<file path="config.mk">
export PLATFORM = sky130hd
export DESIGN_NAME = costas_loop_filter
export DESIGN_NICKNAME = d
export VERILOG_FILES = /design/src/rtl/costas_loop_filter_pkg.sv /design/src/rtl/costas_lock_detect.sv /design/src/rtl/costas_loop_filter.sv
export SDC_FILE = /design/constraint.sdc
export NUM_CORES = 1
export LEC_CHECK = 0
export CAP_MARGIN = 20
export CORE_AREA = 2 2 119 179
export CTS_BUF_LIST = sky130_fd_sc_hd__clkbuf_16
export CTS_CLUSTER_DIAMETER = 120
export CTS_CLUSTER_SIZE = 10
export DETAILED_ROUTE_END_ITERATION = 10
export DIE_AREA = 0 0 121 181
export PLACE_DENSITY_LB_ADDON = 0.08
export SLEW_MARGIN = 20
export SYNTH_ARGS = -nofsm -noshare
export SYNTH_HDL_FRONTEND = slang
export SYNTH_SLANG_ARGS = --single-unit
</file>
<file path="constraint.sdc">
create_clock -name clk -period 16.7 [get_ports clk]
set_input_delay 2.505 -clock clk [delete_from_list [all_inputs] [get_ports clk]]
set_output_delay 2.505 -clock clk [all_outputs]
set_load 0.005 [all_outputs]
</file>
<file path="src/rtl/costas_loop_filter_pkg.sv">
// Shared definitions for the Costas PI loop filter: lock states, saturation
// limits and the symmetric-clamp arithmetic used by both pipeline stages.
package costas_loop_filter_pkg;

  typedef enum logic [0:0] {
    LOCK_SEARCH = 1'b0,
    LOCK_LOCKED = 1'b1
  } lock_state_e;

  localparam int FREQ_W = 32;

  typedef logic signed [FREQ_W-1:0] freq_t;

  // Symmetric range: the most-negative code is never produced.
  localparam freq_t SAT_MAX = {1'b0, {(FREQ_W-1){1'b1}}};
  localparam freq_t SAT_MIN = -SAT_MAX;

  function automatic freq_t sat_add(input freq_t a, input freq_t b);
    logic signed [FREQ_W:0] s;
    s = $signed({a[FREQ_W-1], a}) + $signed({b[FREQ_W-1], b});
    if (s > $signed({1'b0, SAT_MAX}))      sat_add = SAT_MAX;
    else if (s < $signed({1'b1, SAT_MIN})) sat_add = SAT_MIN;
    else                                   sat_add = s[FREQ_W-1:0];
  endfunction

  // Arithmetic left shift with the same symmetric clamp; exact for sh <= FREQ_W.
  function automatic freq_t sat_shl(input freq_t x, input int unsigned sh);
    logic signed [2*FREQ_W-1:0] w;
    w = {{FREQ_W{x[FREQ_W-1]}}, x};
    w = w <<< sh;
    if (w > $signed({{FREQ_W{1'b0}}, SAT_MAX}))      sat_shl = SAT_MAX;
    else if (w < $signed({{FREQ_W{1'b1}}, SAT_MIN})) sat_shl = SAT_MIN;
    else                                             sat_shl = w[FREQ_W-1:0];
  endfunction

endpackage

</file>
<file path="src/rtl/costas_lock_detect.sv">
// Hysteretic lock detector: counts consecutive small-error samples to enter
// LOCKED, drops out on one large error; a mode change forces SEARCH.
module costas_lock_detect
  import costas_loop_filter_pkg::*;
#(
  parameter int WIDTH       = 16,
  parameter int LOCK_THRESH = 512,
  parameter int LOCK_COUNT  = 1024
) (
  input  logic             clk,
  input  logic             rst,
  input  logic             valid_i,
  input  logic [WIDTH-1:0] abs_err_i,
  input  logic             mode_chg_i,
  output logic             locked_o
);

  localparam int CW = $clog2(LOCK_COUNT + 1);
  localparam logic [CW-1:0]    CNT_LAST  = CW'(LOCK_COUNT - 1);
  localparam logic [CW-1:0]    CNT_MAX   = CW'(LOCK_COUNT);
  localparam logic [WIDTH-1:0] THRESH_LO = WIDTH'(LOCK_THRESH);
  localparam logic [WIDTH-1:0] THRESH_HI = WIDTH'(2 * LOCK_THRESH);

  lock_state_e   state_q, state_d;
  logic [CW-1:0] cnt_q, cnt_d;

  always_ff @(posedge clk) begin
    if (rst) begin
      state_q <= LOCK_SEARCH;
      cnt_q   <= '0;
    end else begin
      state_q <= state_d;
      cnt_q   <= cnt_d;
    end
  end

  always_comb begin
    state_d = state_q;
    cnt_d   = cnt_q;
    if (mode_chg_i) begin
      // Mode change outranks any lock evaluation in the same cycle.
      state_d = LOCK_SEARCH;
      cnt_d   = '0;
    end else if (valid_i) begin
      case (state_q)
        LOCK_SEARCH: begin
          if (abs_err_i < THRESH_LO) begin
            if (cnt_q == CNT_LAST) begin
              state_d = LOCK_LOCKED;
              cnt_d   = '0;
            end else if (cnt_q != CNT_MAX) begin
              cnt_d = cnt_q + CW'(1);
            end
          end else begin
            cnt_d = '0;
          end
        end
        LOCK_LOCKED: begin
          if (abs_err_i >= THRESH_HI) begin
            state_d = LOCK_SEARCH;
            cnt_d   = '0;
          end
        end
        default: begin
          state_d = LOCK_SEARCH;
          cnt_d   = '0;
        end
      endcase
    end
  end

  // The one-bit state is the lock flag itself, so it doubles as the FSM debug view.
  assign locked_o = (state_q == LOCK_LOCKED);

endmodule

</file>
<file path="src/rtl/costas_loop_filter.sv">
// PI loop filter for the Costas loop: two-stage pipeline from phase error to
// NCO increment (centre frequency + saturated correction), plus lock detect.
module costas_loop_filter
  import costas_loop_filter_pkg::*;
#(
  parameter int                    WIDTH       = 16,
  parameter int                    FREQ_WIDTH  = FREQ_W,
  parameter int                    KP_SHL      = 8,
  parameter int                    KI_SHL      = 2,
  parameter logic [FREQ_WIDTH-1:0] CENTER_FREQ = 32'h0CCC_CCCD,
  parameter int                    LOCK_THRESH = 512,
  parameter int                    LOCK_COUNT  = 1024
) (
  input  logic                  clk,
  input  logic                  rst,
  input  logic [WIDTH-1:0]      error_tdata,
  input  logic                  error_tvalid,
  input  logic                  is_bpsk,
  input  logic                  freeze,
  output logic [FREQ_WIDTH-1:0] freq_tdata,
  output logic                  freq_tvalid,
  output logic                  locked,
  output logic [FREQ_WIDTH-1:0] integ_dbg
);

  localparam logic [WIDTH-1:0] ERR_MIN = {1'b1, {(WIDTH-1){1'b0}}};
  localparam logic [WIDTH-1:0] ERR_MAX = {1'b0, {(WIDTH-1){1'b1}}};

  // Stage 1 registers
  logic             s1_valid_q;
  freq_t            p_q, p_d;
  freq_t            d_q, d_d;
  logic [WIDTH-1:0] abs_q, abs_d;

  // Stage 2 / architectural state
  freq_t                 integ_q, integ_d;
  freq_t                 corr;
  logic [FREQ_WIDTH-1:0] freq_q, freq_d;
  logic                  mode_q;
  logic                  mode_chg;
  freq_t                 e_ext;

  always_comb begin
    e_ext = freq_t'($signed(error_tdata));
    p_d   = sat_shl(e_ext, KP_SHL);
    d_d   = sat_shl(e_ext, KI_SHL);
    if (!error_tdata[WIDTH-1])      abs_d = error_tdata;
    else if (error_tdata == ERR_MIN) abs_d = ERR_MAX;
    else                             abs_d = ~error_tdata + WIDTH'(1);
  end

  always_comb begin
    integ_d = integ_q;
    freq_d  = freq_q;
    if (s1_valid_q && !freeze) integ_d = sat_add(integ_q, d_q);
    corr = sat_add(integ_d, p_q);
    // Only the final centre-frequency add wraps modulo 2^FREQ_WIDTH.
    if (s1_valid_q) freq_d = CENTER_FREQ + $unsigned(corr);
  end

  always_ff @(posedge clk) begin
    if (rst) begin
      s1_valid_q <= 1'b0;
      p_q        <= '0;
      d_q        <= '0;
      abs_q      <= '0;
      integ_q    <= '0;
      freq_q     <= CENTER_FREQ;
      mode_q     <= 1'b1;
    end else begin
      s1_valid_q <= error_tvalid;
      if (error_tvalid) begin
        p_q   <= p_d;
        d_q   <= d_d;
        abs_q <= abs_d;
      end
      integ_q <= integ_d;
      freq_q  <= freq_d;
      mode_q  <= is_bpsk;
    end
  end

  assign mode_chg = (is_bpsk != mode_q);

  costas_lock_detect #(
    .WIDTH       (WIDTH),
    .LOCK_THRESH (LOCK_THRESH),
    .LOCK_COUNT  (LOCK_COUNT)
  ) u_lock (
    .clk        (clk),
    .rst        (rst),
    .valid_i    (s1_valid_q),
    .abs_err_i  (abs_q),
    .mode_chg_i (mode_chg),
    .locked_o   (locked)
  );

  assign freq_tdata  = freq_q;
  assign freq_tvalid = 1'b1;
  assign integ_dbg   = integ_q;

endmodule
</file>
==> impl_table.tex, run 1 <==
\begin{tabular}{lr}
\hline
Metric & Value \\
\hline
\multicolumn{2}{l}{\textbf{Clock network}} \\
\quad Total setup buffers inserted after CTS & 0 \\
\quad Num CTS Buffers & 9 \\
\quad Max clock buf depth & 2 \\
\quad Sink Count & 101 \\
\quad CTS tree & done \\
\quad Latest clock arrival within the worst-skew pair & between 0.3 and 0.4 ns \\
\quad Number of H-tree levels & 3 \\
\quad Clock input transition at the sequential cells of the worst setup and hold paths & 0.07 ns \\
\quad Post-CTS Hold Buffers & 0 \\
\quad Total of cells resized after clock tree synthesis & 0 \\
\quad Root Buffer Master & clkbuf\_16 \\
\multicolumn{2}{l}{\textbf{Die}} \\
\quad Top Ports & 87 \\
\quad Vert. Die Dim & 181 um \\
\quad Core area & 20260 um\^{}2 \\
\quad Starting density of the core & between 40\% and 50\% \\
\quad Die footprint & 21900 um\^{}2 \\
\quad Row count & 64 \\
\quad X dimension of the die & 121 um \\
\multicolumn{2}{l}{\textbf{Critical path}} \\
\quad Register-to-register setup slack & 6.15 ns \\
\quad Req. time, crit path & 16.95 ns \\
\quad Kind of end point of the critical path & flop \\
\quad CP Launch Point & p\_q[21]\$\_SDFFE\_PP0P\_ \\
\quad Critical R2R Capture & freq\_tdata[18]\$\_SDFFE\_PP1P\_ \\
\quad Worst Reg-to-Reg Cells & 35 \\
\quad Critical Path Max Stage Delay & 0.57 ns \\
\quad Reg2reg start & p\_q[21]\$\_SDFFE\_PP0P\_ \\
\quad Standard cell with the maximum stage delay on the critical path & ha\_1 \\
\quad Arrival time at the worst endpoint & 10.80 ns \\
\quad Critical path fanouts, max & 20 \\
\quad Critical Path Most Common Cell & o21ai\_0 \\
\quad Critical path class & flop to flop \\
\quad Startpoint class of the critical path & flop \\
\quad Setup crit end & freq\_tdata[18]\$\_SDFFE\_PP1P\_ \\
\multicolumn{2}{l}{\textbf{Logic synthesis}} \\
\quad Synthesized area per cell & between 7 and 8 um\^{}2 \\
\quad Top cell type by total area after synthesis & dfxtp\_1 \\
\quad Number of nets in the synthesized netlist & 1406 \\
\quad Share of the synthesized area in the top cell type & 20.15\% \\
\quad Share of synthesized area occupied by flip-flops and latches & just over 20\% \\
\quad Top post-synthesis cells by count & 140 x nor2\_1, 125 x nand2\_1, 109 x a21oi\_1 \\
\quad Netlist area before placement & 10030 um\^{}2 \\
\quad Top flip-flop cell by instance count after synthesis & dfxtp\_1 \\
\quad Synthesis-stage register bit count & 101 \\
\quad Synth area leaders & dfxtp\_1 20\%, ha\_1 7.4\%, a21oi\_1 5.4\% \\
\quad Post-synth EDFFs & 0 \\
\quad Dominant cell by count in the synthesized netlist & nor2\_1 \\
\quad Share of flip-flops with an asynchronous set or reset after synthesis & 0\% \\
\quad Number of cells produced by synthesis & 1326 \\
\quad Unique cell type count in the Yosys netlist & around 100 \\
\quad Synth Warn \# & 0 \\
\multicolumn{2}{l}{\textbf{STA}} \\
\quad Final max-slew violation count & 0 \\
\quad Max-slew headroom & 31.48\% \\
\quad Number of setup violations in the final report & 0 \\
\quad Time the final worst path needs with I/O delays and setup & roughly 11 ns \\
\quad Setup repair after global routing missed its margin & false \\
\quad Worst Tran Pin Value & 1.019 ns \\
\quad Fmax achieved & 94.76 MHz \\
\quad Worst setup skew after layout & $\sim$0.014 ns \\
\quad Share of the clock period used by the worst path after layout & $\sim$63\% \\
\quad Hold Violations, Final & 0 \\
\quad Setup\_tns & 0 ns \\
\multicolumn{2}{l}{\textbf{Placement}} \\
\quad Total of buffers placed on input and output ports & 85 \\
\quad Routability cong. & 0.9547 \\
\quad HPWL after DPL & 28.28 mm \\
\multicolumn{2}{l}{\textbf{Global route}} \\
\quad Global-route wire length before repair & 55.34 mm \\
\quad Global-route usage over all layers & 32.09\% \\
\quad Total grt overflow & 0 \\
\quad Via count of the first global-routing pass & 10040 \\
\quad Largest net degree at the start of global routing & 92 \\
\quad Initial antenna violation count & 0 \\
\multicolumn{2}{l}{\textbf{Route}} \\
\quad Routed len/inst & roughly 22 um \\
\quad Vias per cell & 6.312 \\
\quad Remaining antenna violation count after routing & 0 \\
\quad Number of vias in the routed layout & 10310 \\
\quad Detailed Route WL & 35.44 mm \\
\quad Post-detailed-route DRC marker count & 0 \\
\quad Drt first-iter violations & 693 \\
\quad Count of TritonRoute iterations in the first routing pass & 5 \\
\multicolumn{2}{l}{\textbf{Power}} \\
\quad Power Dens Cells & 65.68 nW/um\^{}2 \\
\quad Static power due to leakage & roughly 4.4 nW \\
\quad Max VDD drop & 0.05043 mV \\
\quad Power, Total & $\sim$740 uW \\
\multicolumn{2}{l}{\textbf{Cells and area}} \\
\quad ANT cells & 0 \\
\quad Filler cell count in the final layout & 1996 \\
\quad Fraction of layout instances using a drive strength above 1 & 7.816\% \\
\quad Area added between synthesis and finish & 12.66\% \\
\quad Number of nets in the finished design & 1445 \\
\multicolumn{2}{l}{\textbf{Job}} \\
\quad Max-cap viol count & 0 \\
\multicolumn{2}{l}{\textbf{Run status}} \\
\quad Status & complete, no violations \\
\multicolumn{2}{l}{\textbf{Worst hold path}} \\
\quad Worst hold path type & flop to flop \\
\hline
\end{tabular}
[registers in the layout (all words and copies together), names as in the netlist]
name             flops
abs_q                7
d_q                  1
freq_tdata          32
integ_dbg           32
mode_q               1
p_q                 15
s1_valid_q           1
u_lock.cnt_q        11
u_lock.locked_o      1
[worst max-delay path: cells and delay by family (launching register included)]
family / cells / cell delay, ns
DFF: 1 / 0.41
AOI/OAI and AO/OA: 21 / 6.07
adders and majority gates: 3 / 1.23
and+or+nand+nor: 11 / 2.69
[cell families (layout without fill, tap and decap cells)]
logic type	count (synthesis)	after routing	synth area share, %
buf+inv	103	146	4.202
compound gates	425	425	30.85
mux	27	27	2.780
xor+xnor	77	77	6.721
other cells	2	2	0.07484
simple gates	524	524	27.06
flops	101	101	20.15
fa+ha+maj	67	67	8.167
[routing by layer]
metal  wire length [um]  track usage (%)  part of all wire [%]  vias up
met1              13480            34.90                    38     4820
met5                  0                0                     0        -
li1                   -                -                     -     4999
met2              17800            56.97                    50      364
met4               2657            21.86                   7.5        0
met3               1499            3.914                   4.2      124
[per-stage QoR]
step / utilization, % / setup WS (ns) / cell area [um^2] / hold slack [ns] / cells
CTS: 55.80 / 6.246 / 11300 / 0.4634 / 1633
floorplan: - / 7.836 / 10030 / 0.4370 / 1326
global route: 55.80 / 5.371 / 11300 / 0.4909 / 1633
finish: 55.80 / 6.147 / 11300 / 0.4639 / 1633
global placement: 54.34 / 6.441 / 11010 / 0.4468 / 1618
detailed placement: 54.35 / 6.308 / 11010 / 0.4489 / 1618
[worst min path at each step]
stage	from	to	cells after the start
final	freq_tdata[31]$_SDFFE_PP0P_	freq_tdata[31]$_SDFFE_PP0P_	2
after global placement	freq_tdata[31]$_SDFFE_PP0P_	freq_tdata[31]$_SDFFE_PP0P_	2
after CTS	freq_tdata[31]$_SDFFE_PP0P_	freq_tdata[31]$_SDFFE_PP0P_	2
after global routing	u_lock.cnt_q[10]$_SDFFE_PP0P_	u_lock.cnt_q[10]$_SDFFE_PP0P_	2
after detailed placement	freq_tdata[31]$_SDFFE_PP0P_	freq_tdata[31]$_SDFFE_PP0P_	2
after floorplan	u_lock.cnt_q[10]$_SDFFE_PP0P_	u_lock.cnt_q[10]$_SDFFE_PP0P_	2
[power by group]
part / total [mW] / leakage, nW / switching, mW / internal (mW)
clock: 0.217 / 0.144 / 0.100 / 0.117
sequential: 0.264 / 0.825 / 0.0112 / 0.253
combinational: 0.261 / 3.39 / 0.160 / 0.101
total: 0.742 / 4.36 / 0.272 / 0.471
[cell usage in the layout, fill, tap and decap left out, types with 19 or more instances in the layout]
cell type        instances
a211oi_1                22
a21o_1                  33
a21oi_1                109
a31oi_1                 27
clkdlybuf4s50_1         84
dfxtp_1                100
ha_1                    59
inv_1                   34
mux2i_1                 22
nand2_1                125
nand2b_1                21
nand3_1                 27
nand4_1                 24
nor2_1                 140
nor2b_1                 34
nor3_1                  33
o211ai_1                19
o21ai_0                 61
or2_2                   20
xnor2_1                 39
xor2_1                  38
[final cells by class]
type                    count  area, um^2  area share (%)
repair buffers             96       928.4           8.212
clock buffers               9       225.2           1.992
clock inverters             6       68.82          0.6087
well taps                 264       330.3           2.922
inverters                  35       131.4           1.162
flip-flops and latches    101        2023           17.90
multi-input cells        1122        7597           67.21
Power figures use the tool's default switching activity.
==> run 2, diff against run 1 <==
clock period = 8.7 ns   (was 16.7 ns; I/O delays follow)
==> run 2 against run 1 <==
  * Total power grew 100%
  * Final cell count rose by 8.8%
  * Die area unchanged
  * Sequential share of layout area fell by 1.9 points
  * Sequential power increased by 91%
  * Clock power increased by 80%
  * Combinational power grew 130%
  * Non-clock buffer count rose by 142
  * Largest power group is now combinational logic
==> impl_table.tex, run 2 (same netlist as run 1, synthesis figures left out) <==
\begin{tabular}{lr}
\hline
Metric & Value \\
\hline
\multicolumn{2}{l}{\textbf{Route}} \\
\quad Drt first-iter violations & 605 \\
\quad Uppermost layer routed & met4 \\
\quad Routed len/inst & 21.09 um \\
\quad Remaining antenna violation count after routing & 0 \\
\quad Detailed Route WL & 37.45 mm \\
\quad Met3 WL post-DR & 1.498 mm \\
\quad Count of TritonRoute iterations in the first routing pass & 5 \\
\quad Vias per cell & around 6.2 \\
\quad Post-detailed-route DRC marker count & 0 \\
\quad Sum of met2 wire segment lengths after detailed routing & 18.56 mm \\
\quad Routed length on met1 & 14.16 mm \\
\quad Number of vias in the routed layout & 11010 \\
\multicolumn{2}{l}{\textbf{Critical path}} \\
\quad Startpoint class of the critical path & flop \\
\quad Critical Path Max Stage Delay & 0.53 ns \\
\quad Arrival time at the worst endpoint & around 8.6 ns \\
\quad Req. time, crit path & a little under 9 ns \\
\quad Standard cell with the maximum stage delay on the critical path & o21bai\_1 \\
\quad Kind of end point of the critical path & flop \\
\quad Critical path fanouts, max & 9 \\
\quad Critical path class & flop to flop \\
\multicolumn{2}{l}{\textbf{Clock network}} \\
\quad Max clock buf depth & 2 \\
\quad Latest clock arrival within the worst-skew pair & 0.36 ns \\
\quad Sink Count & 101 \\
\quad CTS tree & done \\
\quad Post-CTS Hold Buffers & 0 \\
\quad Number of H-tree levels & 3 \\
\quad Clock input transition at the sequential cells of the worst setup and hold paths & around 0.08 ns \\
\quad Num CTS Buffers & 9 \\
\quad Root Buffer Master & clkbuf\_16 \\
\multicolumn{2}{l}{\textbf{Cells and area}} \\
\quad Area added between synthesis and finish & 27.48\% \\
\quad Final core utilization & 63.14\% \\
\quad Total non-filler cell area in the finished layout & between 10000 and 15000 um\^{}2 \\
\quad ANT cells & 0 \\
\quad Fraction of layout instances using a drive strength above 1 & 21.43\% \\
\quad Most used cells in the layout excluding fill and tap cells & 150 x buf\_4, 140 x nor2\_1, 123 x nand2\_1 \\
\quad Post-route non-filler standard cell count & 1776 \\
\quad Most common cell after layout, fill and taps aside & buf\_4 \\
\quad Number of nets in the finished design & 1587 \\
\quad Filler cell count in the final layout & 1906 \\
\multicolumn{2}{l}{\textbf{STA}} \\
\quad Setup\_tns & 0 ns \\
\quad Fmax achieved & about 120 MHz \\
\quad Worst hold slack & 0.4731 ns \\
\quad Number of setup violations in the final report & 0 \\
\quad Time the final worst path needs with I/O delays and setup & 8.359 ns \\
\quad Worst setup skew after layout & 0.007627 ns \\
\quad Share of the clock period used by the worst path after layout & 96.08\% \\
\quad Worst Tran Pin Value & 1.005 ns \\
\quad Max-slew headroom & between 30\% and 40\% \\
\quad Hold Violations, Final & 0 \\
\quad Final max-slew violation count & 0 \\
\multicolumn{2}{l}{\textbf{Die}} \\
\quad Top Ports & between 80 and 90 \\
\quad Starting density of the core & 49.53\% \\
\quad X dimension of the die & 121 um \\
\quad Row count & 64 \\
\quad Core area & approximately 20000 um\^{}2 \\
\quad Die footprint & about 22000 um\^{}2 \\
\quad Vert. Die Dim & 181 um \\
\multicolumn{2}{l}{\textbf{Job}} \\
\quad Max-cap viol count & 0 \\
\multicolumn{2}{l}{\textbf{Placement}} \\
\quad Total of buffers placed on input and output ports & 85 \\
\quad Placed instance count & 1747 \\
\quad Cell Area, Placed & 11980 um\^{}2 \\
\quad HPWL after DPL & 29.94 mm \\
\quad Routability cong. & 1.015 \\
\multicolumn{2}{l}{\textbf{Global route}} \\
\quad Via count of the first global-routing pass & 10880 \\
\quad Initial antenna violation count & 0 \\
\quad Global-route usage over all layers & 33.53\% \\
\quad Largest net degree at the start of global routing & 60 \\
\quad Global-route wire length before repair & 57.84 mm \\
\quad Total grt overflow & 0 \\
\multicolumn{2}{l}{\textbf{Run status}} \\
\quad Status & complete, no violations \\
\multicolumn{2}{l}{\textbf{Power}} \\
\quad Static power due to leakage & 5.099 nW \\
\quad Max VDD drop & approximately 0.12 mV \\
\quad Power Dens Cells & 116.9 nW/um\^{}2 \\
\multicolumn{2}{l}{\textbf{Worst hold path}} \\
\quad Worst hold path type & flop to flop \\
\hline
\end{tabular}
==> run 2: cell count changes in the layout (fill, tap and decap cells not counted), moves of 3 or more <==
cell / delta
a211oi_1: -3
a211oi_2: +3
a21oi_1: -17
a21oi_2: +17
buf_4: +139
dfxtp_1: -11
dfxtp_2: +9
ha_1: -14
ha_2: +5
ha_4: +9
nor3_1: -3
o21ai_0: -8
o21ai_1: +5
o21ai_2: +3
==> run 2: report_power, final <==
part | switching [mW] | internal, mW
registers | 0.0195 | 0.486
logic | 0.342 | 0.258
clock network | 0.195 | 0.196
total | 0.556 | 0.939
==> run 2: per-stage QoR <==
step / setup slack [ns] / power, mW
after floorplan: 0.08843 / 0.8547
after global placement: 0.05533 / 1.066
after detailed placement: -0.2009 / 1.068
after CTS: 0.02635 / 1.465
after global routing: -0.1309 / 1.570
final: 0.3409 / 1.496
==> run 2: what timing repair did <==
item,CTS,global route
pin swaps,0,37
gates resized for setup,9,94
setup endpoints to repair,9,13
buffers inserted,0,12
gates cloned,0,1
==> run 2: cell type report <==
type                       instances  area, um^2  area share, %
tap                              264       330.3          2.582
inverter                          35       131.4          1.027
clock inverter                     7       50.05         0.3912
timing repair buffer             238        1999          15.63
sequential                       101        2042          15.96
clock buffer                       9       225.2          1.761
multi-input combinational       1122        8014          62.65
==> run 2: final timing paths <==
path / startpoint / end / slack (ns) / cells past startpoint
worst min register to register: u_lock.cnt_q[10]$_SDFFE_PP0P_ / u_lock.cnt_q[10]$_SDFFE_PP0P_ / 0.47 / 2
worst min-delay path: u_lock.cnt_q[10]$_SDFFE_PP0P_ / u_lock.cnt_q[10]$_SDFFE_PP0P_ / 0.47 / 2
worst max register to register: p_q[30]$_SDFFE_PP0P_ / freq_tdata[18]$_SDFFE_PP1P_ / 0.34 / 36
worst max-delay path: p_q[30]$_SDFFE_PP0P_ / freq_tdata[18]$_SDFFE_PP1P_ / 0.34 / 36
==> run 2: layer usage <==
metal / global-route usage, % / up-vias
li1: - / 5275
met2: 59.08 / 393
met5: 0 / -
met3: 3.441 / 153
met4: 24.65 / 0
met1: 36.49 / 5184
==> run 2: worst max-delay path, delay by kind of cell (launching register included) <==
kind | cells | cell delay (ns)
compound gates | 18 | 3.86
fa+ha+maj | 3 | 0.94
flops | 1 | 0.40
buf+inv | 3 | 0.50
simple gates | 12 | 2.54
==> run 3, diff against run 2 <==
CORE_AREA = 2 2 120 181   (was 2 2 119 179)
CTS_CLUSTER_SIZE = unset   (was 10)
DIE_AREA = 0 0 122 183   (was 0 0 121 181)
SYNTH_HIERARCHICAL = 1   (was unset)
==> run 3 against run 2 <==
  * Via count rose by 8.9%
  * Non-clock buffer count grew 220
  * Critical path type unchanged
  * The run now ends with setup timing left
  * Sequential cell count unchanged
  * Global-route usage is 3.0 points higher
  * Die area increased by 1.9%
==> impl_table.tex, run 3 <==
\begin{tabular}{lr}
\hline
Metric & Value \\
\hline
\multicolumn{2}{l}{\textbf{Placement}} \\
\quad Routability cong. & between 1 and 1.5 \\
\quad Total of buffers placed on input and output ports & 85 \\
\quad Placed instance count & 1931 \\
\quad Post-placement worst setup slack & -0.9509 ns \\
\quad HPWL after DPL & between 30 and 40 mm \\
\multicolumn{2}{l}{\textbf{STA}} \\
\quad Share of the clock period used by the worst path after layout & 103.5\% \\
\quad Number of setup violations in the final report & 7 \\
\quad Setup repair after global routing missed its margin & true \\
\quad Worst Tran Pin Value & between 0.9 and 1 ns \\
\quad Fmax achieved & 111.1 MHz \\
\quad Hold Violations, Final & 0 \\
\quad Final max-slew violation count & 0 \\
\quad Worst setup skew after layout & 0.01068 ns \\
\quad Max-slew headroom & 39.10\% \\
\quad Worst hold slack & about 0.47 ns \\
\quad Time the final worst path needs with I/O delays and setup & 9.002 ns \\
\quad Setup slack after layout & -0.3022 ns \\
\multicolumn{2}{l}{\textbf{Route}} \\
\quad Drt first-iter violations & 848 \\
\quad Routed len/inst & 20.82 um \\
\quad Remaining antenna violation count after routing & 0 \\
\quad Number of vias in the routed layout & roughly 12000 \\
\quad Post-detailed-route DRC marker count & 0 \\
\quad Count of TritonRoute iterations in the first routing pass & 5 \\
\quad Vias per cell & between 6 and 7 \\
\quad Detailed Route WL & 41.38 mm \\
\multicolumn{2}{l}{\textbf{Clock network}} \\
\quad Sink Count & 101 \\
\quad Post-CTS Hold Buffers & 0 \\
\quad Clock input transition at the sequential cells of the worst setup and hold paths & roughly 0.08 ns \\
\quad Num CTS Buffers & 9 \\
\quad CTS tree & done \\
\quad Root Buffer Master & clkbuf\_16 \\
\quad Latest clock arrival within the worst-skew pair & 0.38 ns \\
\quad Max clock buf depth & 2 \\
\quad Number of H-tree levels & 3 \\
\multicolumn{2}{l}{\textbf{Die}} \\
\quad Vert. Die Dim & 183 um \\
\quad X dimension of the die & 122 um \\
\quad Core area & 20740 um\^{}2 \\
\quad Top Ports & slightly below 90 \\
\quad Die footprint & 22330 um\^{}2 \\
\quad Row count & 65 \\
\quad Starting density of the core & 47.54\% \\
\multicolumn{2}{l}{\textbf{Global route}} \\
\quad Global-route wire length before repair & around 63 mm \\
\quad Total grt overflow & 0 \\
\quad Global-route usage over all layers & roughly 37\% \\
\quad Via count of the first global-routing pass & $\sim$12000 \\
\quad Initial antenna violation count & 0 \\
\quad Largest net degree at the start of global routing & 81 \\
\multicolumn{2}{l}{\textbf{Critical path}} \\
\quad Arrival time at the worst endpoint & 9.28 ns \\
\quad Kind of end point of the critical path & flop \\
\quad Critical path class & flop to flop \\
\quad Req. time, crit path & 8.98 ns \\
\quad Critical Path Most Common Cell & nand4\_1 \\
\quad Standard cell with the maximum stage delay on the critical path & or4\_4 \\
\quad Critical path fanouts, max & 6 \\
\quad Critical Path Max Stage Delay & 0.51 ns \\
\quad Startpoint class of the critical path & flop \\
\multicolumn{2}{l}{\textbf{Job}} \\
\quad Max-cap viol count & 0 \\
\multicolumn{2}{l}{\textbf{Power}} \\
\quad Static power due to leakage & 6.259 nW \\
\quad Power, Total & 1.540 mW \\
\quad Power Dens Cells & 105.3 nW/um\^{}2 \\
\quad Max VDD drop & 0.1105 mV \\
\multicolumn{2}{l}{\textbf{Cells and area}} \\
\quad ANT cells & 0 \\
\quad Number of nets in the finished design & 1794 \\
\quad Fraction of layout instances using a drive strength above 1 & 32.87\% \\
\quad Most common cell after layout, fill and taps aside & buf\_4 \\
\quad Most used cells in the layout excluding fill and tap cells & 363 x buf\_4, 129 x nor2\_1, 105 x nand2\_1 \\
\quad Area added between synthesis and finish & 48.26\% \\
\quad Filler cell count in the final layout & roughly 1800 \\
\quad Post-route non-filler standard cell count & 1987 \\
\multicolumn{2}{l}{\textbf{Run status}} \\
\quad Violations in the final reports & setup timing \\
\quad Status & finished with violations \\
\multicolumn{2}{l}{\textbf{Logic synthesis}} \\
\quad Synth Warn \# & 6 \\
\quad Number of nets in the synthesized netlist & 1395 \\
\quad Number of cells produced by synthesis & 1315 \\
\quad Netlist area before placement & 9859 um\^{}2 \\
\quad Synthesized area per cell & 7.498 um\^{}2 \\
\multicolumn{2}{l}{\textbf{Worst hold path}} \\
\quad Worst hold path type & flop to flop \\
\hline
\end{tabular}
run 3: final timing paths:
kind / endpoint / start / cells after the start / slack (ns)
worst max-delay path: freq_tdata[30]$_SDFFE_PP0P_ / d_q[15]$_SDFFE_PP0P_ / 44 / -0.30
worst min-delay path: freq_tdata[10]$_SDFFE_PP1P_ / freq_tdata[10]$_SDFFE_PP1P_ / 2 / 0.47
worst max register to register: freq_tdata[30]$_SDFFE_PP0P_ / d_q[15]$_SDFFE_PP0P_ / 44 / -0.30
worst min register to register: freq_tdata[10]$_SDFFE_PP1P_ / freq_tdata[10]$_SDFFE_PP1P_ / 2 / 0.47
run 3: through the flow:
stage | util (%) | setup TNS (ns) | cell area, um^2
detailed placement | 64.38 | -5.382 | 13350
floorplan | - | 0 | 10020
global route | 70.49 | -4.115 | 14620
CTS | 68.44 | -0.3447 | 14190
finish | 70.49 | -1.029 | 14620
global placement | 64.38 | -4.498 | 13350
run 3: where the power goes:
group | internal [mW] | switching [mW] | leakage (nW) | total, mW
sequential | 0.483 | 0.0167 | 0.829 | 0.500
combinational | 0.293 | 0.339 | 5.29 | 0.631
clock | 0.199 | 0.209 | 0.141 | 0.408
run 3: metal layers:
metal,track usage (%),up-vias,wire (um)
li1,-,5694,-
met1,41.57,5681,16160
met2,64.60,456,20720
met3,3.762,149,1733
met4,22.71,0,2758
met5,0,-,0
run 3: final cells by class:
cell class,count,area [um^2],area share (%)
multi-input cells,1118,8178,55.94
flip-flops and latches,101,2042,13.97
inverters,26,97.59,0.6676
well taps,268,335.3,2.294
repair buffers,458,3684,25.20
clock buffers,9,225.2,1.541
clock inverters,7,56.30,0.3852
run 3: repair_timing:
action,4_1_cts,5_1_grt
setup buffers,26,15
gates resized for setup,86,67
pin swaps,48,56
gates cloned,1,0
endpoints found under the setup margin,12,12
run 3: critical path, delay by kind of cell, from the launching register on:
kind	cells	cell delay, ns
AO/OA/AOI/OAI	19	3.43
adder cells (fa/ha/maj)	3	0.86
buffers and inverters	5	0.80
XOR/XNOR	1	0.17
flip-flops	1	0.33
AND/OR/NAND/NOR	16	3.28
==> RTL edit, RTL diff (settings of run 2) <==
One comparison of `cnt_q` changes from == to >=.
--- a/src/rtl/costas_lock_detect.sv
+++ b/src/rtl/costas_lock_detect.sv
@@ -45,7 +45,7 @@
       case (state_q)
         LOCK_SEARCH: begin
           if (abs_err_i < THRESH_LO) begin
-            if (cnt_q == CNT_LAST) begin
+            if (cnt_q >= CNT_LAST) begin
               state_d = LOCK_LOCKED;
               cnt_d   = '0;
             end else if (cnt_q != CNT_MAX) begin
Check against the original RTL: same outputs for any inputs over 4 cycles, from zero or initial values and one cycle with rst high; that may be too few to reach the edited logic, so the function may still have changed.
==> RTL edit against run 2 <==
Setup slack got worse by 0.021 ns; die area is the same; global-route usage grew 1.2 points; wire length is 3.9% higher; sequential cell count unchanged; first-iteration DRC count rose by 39%; synthesized cell count increased by 2.4%; sequential power is 1% lower; final area up 2.7%; power about the same; non-clock buffer count up 69; count of clock-buffer cells in the layout unchanged; area after synthesis decreased by 0.92%.
==> RTL edit: results (changes against run 2) <==
stage,metric,value,unit,change
run_status,status,finished clean,,
synthesis,synth_flop_cell,dfxtp_1,,
min_path,hold_class,flop to flop,,
synthesis,yosysSeqAreaShare,20.3,%,+0.19 points
placement,placedInstanceArea,12400,sq um,+3.6%
placement,numPortBuffers,85,,unchanged
worst_setup_path,worst_path_largest_cell_delay,0.48,ns,-0.05 ns
sta,skew,0.00854,ns,+0.000918 ns
sta,worst_slew_pin_slew,0.822,ns,-0.183 ns
global_route,antenna_found_initial,0,,unchanged
finish,drive_gt1_share,22.0,%,+0.53 points
placement,gp_congestion,1.02,,+0.59%
routing,drt_iter0_markers,839,,+39%
routing,firstDrtPassIters,5,,unchanged
global_route,grt_pass1_wl,59800,um,+3.4%
worst_setup_path,cp.arrival,8.60,ns,about the same
synthesis,synth-edff-count,0,,unchanged
synthesis,syn_nets,1438,,+2.3%
global_route,grt_pass1_vias,11100,,+1.7%
pwr,ir_drop,0.113,mV,-8.6%
synthesis,synth_top_cells_by_area,"dfxtp_1 20%, ha_1 7.4%, nor2_1 5.4%",,
global_route,grt_max_degree,58,,-3.3%
finish,diodes,0,,unchanged
placement,hpwl,31500,um,+5.1%
worst_setup_path,crit_fanout,15,,+6
finish,fin_nets,1679,,+5.8%
routing,wl,38900,um,+3.9%
worst_setup_path,critPathSlowestCell,dfxtp_4,,
global_route,track_usage,34.8,%,+1.2 points
synthesis,yosysUniqueCellTypes,96,,-6.8%
pwr,leakage,5.39,nW,+5.7%
routing,vias,11500,,+4.5%
synthesis,synth_common_cells,"142 x nor2_1, 134 x nand2_1, 105 x a21oi_1, 101 x dfxtp_1, 75 x o21ai_0",,
[RTL edit: power breakdown]
group	leakage, nW	switching, mW	internal [mW]	total [mW]
clock network	0.130	0.187	0.195	0.382
logic	4.44	0.346	0.269	0.615
registers	0.825	0.0158	0.484	0.499
[RTL edit: metal layers]
metal  global-route usage [%]  part of all wire (%)
met3                     3.72                   3.9
met4                     25.5                   8.5
met5                        0                     0
met1                     38.3                    38
met2                     60.7                    49
[RTL edit: area by class of cell]
class                   instances  area [sq um]
repair buffers                307          2510
flip-flops and latches        101          2030
clock buffers                   9           225
fillers                      1858          7120
inverters                      27           101
well taps                     264           330
clock inverters                 6          46.3
multi-input cells            1153          7900
[RTL edit: final timing paths]
path,depth (start not counted),startpoint,slack (ns),to
max,36,d_q[30],0.32,freq_tdata[24]
min,2,u_lock.cnt_q[10],0.44,u_lock.cnt_q[10]
min reg2reg,2,u_lock.cnt_q[10],0.44,u_lock.cnt_q[10]
max reg2reg,36,d_q[30],0.32,freq_tdata[24]
[RTL edit: kinds of logic (layout without fill, tap and decap cells)]
logic type                 Yosys count  in the layout  synth area share (%)
adders and majority gates           65             65                  8.03
other                                2              2                0.0755
buffers and inverters              104            349                  4.43
AOI/OAI and AO/OA                  441            441                  30.7
and+or+nand+nor                    551            551                  27.7
xor gates and xnor gates            65             65                  5.73
DFF                                101            101                  20.3
muxes                               29             29                  2.97
[RTL edit: worst max-delay path: cells and delay by family (launching register included)]
family,cells,cell delay [ns]
AND/OR/NAND/NOR,14,2.92
XOR/XNOR,1,0.11
buffers and inverters,4,0.64
adder cells (fa/ha/maj),3,0.80
flip-flops,1,0.48
AO/OA/AOI/OAI,14,3.28
[RTL edit: repair_timing]
item                                    in CTS  in global routing
endpoints found under the setup margin       9                 10
pin swaps                                    2                 30
setup buffers                                0                  7
gates resized for setup                     19                 60
[RTL edit: stage by stage]
stage          setup slack (ns)  setup TNS [ns]  std cells
3_3_place_gp             -0.343           -1.58       1845
4_1_cts                 0.00917               0       1860
3_5_place_dp             -0.369           -1.47       1845
2_1_floorplan            0.0356               0       1358
5_1_grt                 -0.0457         -0.0996       1867
6_report                  0.320               0       1867
